--- src/rtl/jtframe_i2s_pkg.sv ---
// rtl/jtframe_i2s_pkg.sv - shared types and constants for the I2S receiver
package jtframe_i2s_pkg;

  localparam int CNT_W = 6;

  typedef enum logic [1:0] {
    ST_IDLE,
    ST_SYNC,
    ST_RUN
  } state_t;

  typedef enum logic {
    FMT_PHILIPS = 1'b0,
    FMT_LJ      = 1'b1
  } fmt_t;

endpackage

--- src/rtl/jtframe_i2s_rx_sync.sv ---
// rtl/jtframe_i2s_rx_sync.sv - 2-FF synchroniser for the I2S pins plus bit-clock rise detector
module jtframe_i2s_rx_sync #(
  parameter int W = 3
) (
  input  logic         clk,
  input  logic         rst,
  input  logic [W-1:0] din,
  output logic [W-1:1] dout,
  output logic         rise
);

  logic [W-1:0] s1, s2, s3;

  // bit 0 is the bit clock; s3 keeps the data aligned with the registered rise
  always_ff @(posedge clk) begin
    if (rst) begin
      s1   <= '0;
      s2   <= '0;
      s3   <= '0;
      rise <= 1'b0;
    end else begin
      s1   <= din;
      s2   <= s1;
      s3   <= s2;
      rise <= s2[0] & ~s3[0];
    end
  end

  assign dout = s3[W-1:1];

endmodule

--- src/rtl/jtframe_i2s_rx.sv ---
// rtl/jtframe_i2s_rx.sv - I2S receiver deserialising L/R slots into parallel samples
// Left-justified decoding is built only when JTFRAME_I2S_RX_LJ_EN is defined.
module jtframe_i2s_rx
  import jtframe_i2s_pkg::*;
#(
  parameter int   WIDTH      = 16,
  parameter logic SIGNED_SND = 1'b1,
  parameter int   TO_BITS    = 10
) (
  input  logic             clk,
  input  logic             rst,
  input  logic             sclk,
  input  logic             lrclk,
  input  logic             sdin,
  input  logic             fmt_lj,
  output logic [WIDTH-1:0] snd_left,
  output logic [WIDTH-1:0] snd_right,
  output logic             sample_valid,
  output logic             locked
);

  logic [2:1]         sync_q;
  logic               rise, lr, sd, lr_d, lr_chg;
  state_t             state;
  logic [CNT_W-1:0]   cnt, cnt_inc, next_cnt;
  logic [WIDTH-1:0]   sr, sr_shift, next_sr, close_val, left_hold;
  logic [TO_BITS-1:0] wd;
  logic               wd_arm;

  jtframe_i2s_rx_sync #(.W(3)) u_sync (
    .clk  (clk),
    .rst  (rst),
    .din  ({sdin, lrclk, sclk}),
    .dout (sync_q),
    .rise (rise)
  );

  assign lr     = sync_q[1];
  assign sd     = sync_q[2];
  assign lr_chg = lr != lr_d;

`ifdef JTFRAME_I2S_RX_LJ_EN
  fmt_t fmt;
`else
  logic fmt_unused;
  assign fmt_unused = fmt_lj;
`endif

  // left-align a slot of n received bits, zero padding short slots
  function automatic logic [WIDTH-1:0] align(input logic [WIDTH-1:0] v, input logic [CNT_W-1:0] n);
    logic [WIDTH-1:0] r;
    if (int'(n) < WIDTH) r = v << (WIDTH - int'(n));
    else                 r = v;
    if (!SIGNED_SND) r[WIDTH-1] = ~r[WIDTH-1];
    return r;
  endfunction

  assign cnt_inc  = (cnt == '1) ? cnt : cnt + CNT_W'(1);
  assign sr_shift = (int'(cnt) < WIDTH) ? {sr[WIDTH-2:0], sd} : sr;

  always_comb begin
    next_sr   = sr_shift;
    next_cnt  = cnt_inc;
    close_val = align(sr_shift, cnt_inc);
    if (lr_chg) begin
`ifdef JTFRAME_I2S_RX_LJ_EN
      if (fmt == FMT_LJ) begin
        // old slot closes without this bit; it starts the new channel
        close_val = align(sr, cnt);
        next_sr   = {{(WIDTH-1){1'b0}}, sd};
        next_cnt  = CNT_W'(1);
      end else begin
        next_sr  = '0;
        next_cnt = '0;
      end
`else
      next_sr  = '0;
      next_cnt = '0;
`endif
    end
  end

  always_ff @(posedge clk) begin
    if (rst) begin
      state        <= ST_IDLE;
      cnt          <= '0;
      sr           <= '0;
      left_hold    <= '0;
      lr_d         <= 1'b0;
      snd_left     <= '0;
      snd_right    <= '0;
      sample_valid <= 1'b0;
      locked       <= 1'b0;
      wd           <= '0;
      wd_arm       <= 1'b0;
`ifdef JTFRAME_I2S_RX_LJ_EN
      fmt          <= FMT_PHILIPS;
`endif
    end else begin
      sample_valid <= 1'b0;
`ifdef JTFRAME_I2S_RX_LJ_EN
      if (state == ST_IDLE) fmt <= fmt_lj ? FMT_LJ : FMT_PHILIPS;
`endif
      if (rise) begin
        wd     <= '0;
        wd_arm <= 1'b1;
        lr_d   <= lr;
        if (state == ST_IDLE) begin
          if (lr_chg) begin
            state <= ST_SYNC;
            sr    <= next_sr;
            cnt   <= next_cnt;
          end
        end else begin
          sr  <= next_sr;
          cnt <= next_cnt;
          if (lr_chg) begin
            if (!lr_d) begin
              left_hold <= close_val;
            end else if (state == ST_RUN) begin
              snd_left     <= left_hold;
              snd_right    <= close_val;
              sample_valid <= 1'b1;
            end else begin
              // first right close only proves alignment; left_hold may be stale
              locked <= 1'b1;
              state  <= ST_RUN;
            end
          end
        end
      end else if (wd_arm) begin
        if (wd == '1) begin
          state  <= ST_IDLE;
          locked <= 1'b0;
          cnt    <= '0;
          wd     <= '0;
          wd_arm <= 1'b0;
        end else begin
          wd <= wd + TO_BITS'(1);
        end
      end
    end
  end

endmodule

--- config.mk ---
export PLATFORM = sky130hd
export DESIGN_NAME = jtframe_i2s_rx
export DESIGN_NICKNAME = d
export VERILOG_FILES = /design/src/rtl/jtframe_i2s_pkg.sv /design/src/rtl/jtframe_i2s_rx_sync.sv /design/src/rtl/jtframe_i2s_rx.sv
export SDC_FILE = /design/constraint.sdc
export NUM_CORES = 1
export LEC_CHECK = 0
export BUFFER_PORTS_ARGS = -buffer_cell sky130_fd_sc_hd__clkbuf_2
export CELL_PAD_IN_SITES_DETAIL_PLACEMENT = 1
export CELL_PAD_IN_SITES_GLOBAL_PLACEMENT = 1
export CORE_UTILIZATION = 45
export CTS_CLUSTER_DIAMETER = 100
export DETAILED_ROUTE_END_ITERATION = 10
export GPL_TIMING_DRIVEN = 0
export PLACE_DENSITY_LB_ADDON = 0.1
export SYNTH_ARGS = -nofsm -noshare
export SYNTH_HDL_FRONTEND = slang
export SYNTH_SLANG_ARGS = --single-unit
--- constraint.sdc ---
create_clock -name clk -period 4.4 [get_ports clk]
set_input_delay 0.88 -clock clk [delete_from_list [all_inputs] [get_ports clk]]
set_output_delay 0.88 -clock clk [all_outputs]
set_load 0.005 [all_outputs]
==> results.txt <==
RSZ-0062 raised after global routing: false
Final ANT Viol Nets: 0
Period utilisation layout: 93.2%
Die height: 114 microns
Number of H-tree levels: 3
Seq/Total Area, Yosys: 34.2%
First-pass detailed-route iteration total: 5
Pwr dens: 275 mW/mm^2
Root Driver: clkbuf_16
Crit Path Category: flip-flop to flip-flop
Placed Cells: 932
Max Slew Vio Count: 0
Maximum VDD drop: 216 uV
Tightest Hold Check Type: flip-flop to flip-flop
DR iter-0 viols: 404
Max_slew headroom: 49.5%
Synth Area per Inst: 7.72 sq um
Overall Power: 1.73 mW
Max-Cap Viols: 0
Worst-margin pin slew: 0.756 ns
Placed Area: 0.00601 sq mm
Post-Route WL: 20.0 mm
Finished layout cell area: 0.00631 sq mm
CORE AREA: 0.0121 sq mm
Syn nets: 736
Final Hold Fails: 0
Longest Clk Path Bufs: 2
Cts repair resizes: 0
Worst path cell trace: ha_1, buf_4, and2_1, buf_4, nand2_4, buf_6, mux2i_1, ha_1, nand3_1, nand2_1, clkbuf_1, nand3_1, o32ai_1, nor2_1, nor3_1
Setup Skew: 0.0166 ns
Hold-fix buffers, CTS: 0
Setup Buffers After CTS: 0
Yosys warnings: 0
Die area: 0.0129 sq mm
Synth cell types: 82
Clk slew on worst S/H paths: 0.07 ns
Most numerous cell in the Yosys netlist: dfxtp_1
Std cell rows: 40
Setup TNS: 0 ns
CP Capture Type: flip-flop
# DRC: 0
Die Width: 114 microns
Cells after synthesis: 727
Worst-path fanout max: 10
CTS Buf Count: 9
Initial antenna violation count: 0
Num ports: 40
Yosys reg bits: 96
Port Buffer Count: 37
Startpoint Class: flip-flop
RD Place Congestion: 0.947
Fin cells: 947
FMAX: 0.244 GHz
Share of the synthesized area in the top cell type: 34.2%
Critical path's largest stage delay: 0.63 ns
Layout area overhead: 12.4%
Lkg Pwr: 2.22 nW
DR vias/cell: 6.08
Largest net degree at the start of global routing: 17
Initial core utilization: 46.5%
N_diodes: 0
Worst reg2reg setup slack: 0.30 ns
Largest cells by area after synthesis: dfxtp_1, nor2_1, nand2_1
Mapped Area: 0.00561 sq mm
Global-route wire length before repair: 31.6 mm
TritonCTS clock tree: done
Worst hold slack: 0.387 ns
WL/cell: 21.1 microns
Slowest CP cell: o32ai_1
Count of flip-flops with a built-in enable after synthesis: 0
Worst EP required: 4.67 ns
Top post-synthesis cells by count: dfxtp_1, nor2_1, nand2_1
Ys async rst share: 0%
Final setup viols: 0
Total GRT Usage: 31.9%
Final HPWL DP: 14.9 mm
Tmin final: 4.10 ns
Outcome: completed
Vias in the first global route: 5759
Layout cells sized above 1: 13.7%
Clk Latency, worst-skew pair: 0.35 ns
Ys flop type: dfxtp_1
Final #Nets: 784
GRT overflow: 0
Clk sinks: 96
Yosys top cell by area: dfxtp_1
Vias: 5760
Critical path arrival: 4.37 ns
Fillers: 1536
## critical path: cells and delay by family (launching register included)
family,cells,cell delay [ns]
flip-flops,1,0.39
buffers and inverters,4,0.92
multiplexers,1,0.25
AND/OR/NAND/NOR,7,1.28
adder cells (fa/ha/maj),2,0.53
AO/OA/AOI/OAI,1,0.63
## logic make-up (layout without fill, tap and decap cells)
group / count (synthesis) / in the layout / synth area share [%]
XOR/XNOR: 12 / 12 / 2.14
flip-flops: 96 / 96 / 34.2
multiplexers: 19 / 19 / 3.65
buffers and inverters: 78 / 130 / 6.60
AO/OA/AOI/OAI: 197 / 197 / 25.3
AND/OR/NAND/NOR: 322 / 322 / 27.4
adder cells (fa/ha/maj): 3 / 3 / 0.669
## placed cells by master, fill, tap and decap left out, types with 7 or more instances in the layout
| master | instances |
|---|---|
| buf_2 | 11 |
| nor2_1 | 95 |
| clkbuf_16 | 9 |
| dfxtp_1 | 96 |
| clkbuf_1 | 40 |
| nor3_1 | 42 |
| o22ai_1 | 10 |
| a22oi_1 | 20 |
| a21oi_1 | 48 |
| buf_4 | 7 |
| a211oi_1 | 20 |
| nand2_1 | 88 |
| nand3_1 | 18 |
| inv_1 | 8 |
| a31oi_1 | 8 |
| nor2b_1 | 15 |
| nand2b_1 | 13 |
| clkbuf_2 | 37 |
| a211o_1 | 8 |
| mux2i_1 | 16 |
| o21ai_0 | 15 |
## routing by layer
metal  track usage, %  part of all wire, %  vias to the layer above
li1                 -                    -                     2694
met1             42.0                   44                     2845
met2             53.7                   47                      184
met3             4.78                  6.1                       37
met4             10.3                  2.4                        0
met5                0                    0                        -
## sequential cells by signal (all words and copies together), names as in the netlist, 2 cells and up
name and flops:
u_sync.s1 3, wd 10, state 2, snd_right 16, u_sync.s2 3, u_sync.s3 3
sr 16, snd_left 16, cnt 6, left_hold 16
## final timing paths
path	end	cells after the start	startpoint
max	left_hold[1]	15	cnt[0]
min	u_sync.rise	1	u_sync.s3[0]
max reg2reg	left_hold[1]	15	cnt[0]
min reg2reg	u_sync.rise	1	u_sync.s3[0]
## per-stage QoR
step	setup WS, ns	util (%)
after floorplan	1.29	-
after global placement	0.440	49.8
after detailed placement	0.412	49.8
after CTS	0.377	52.3
after global routing	0.0506	52.3
final	0.299	52.3
## power breakdown
part | internal [mW] | switching [mW] | total (mW)
Clock | 0.461 | 0.362 | 0.823
Sequential | 0.872 | 0.00279 | 0.875
Combinational | 0.00898 | 0.0266 | 0.0355
## layout make-up
type / count / area (sq um) / area share (%)
Multi-Input combinational cell: 553 / 3320 / 52.6
Tap cell: 168 / 210 / 3.33
Buffer: 69 / 337 / 5.33
Inverter: 9 / 33.8 / 0.535
Sequential cell: 96 / 1920 / 30.4
Clock buffer: 10 / 239 / 3.79
Clock inverter: 5 / 63.8 / 1.01
Timing Repair Buffer: 37 / 185 / 2.93
(Power assumes the default switching activity.)
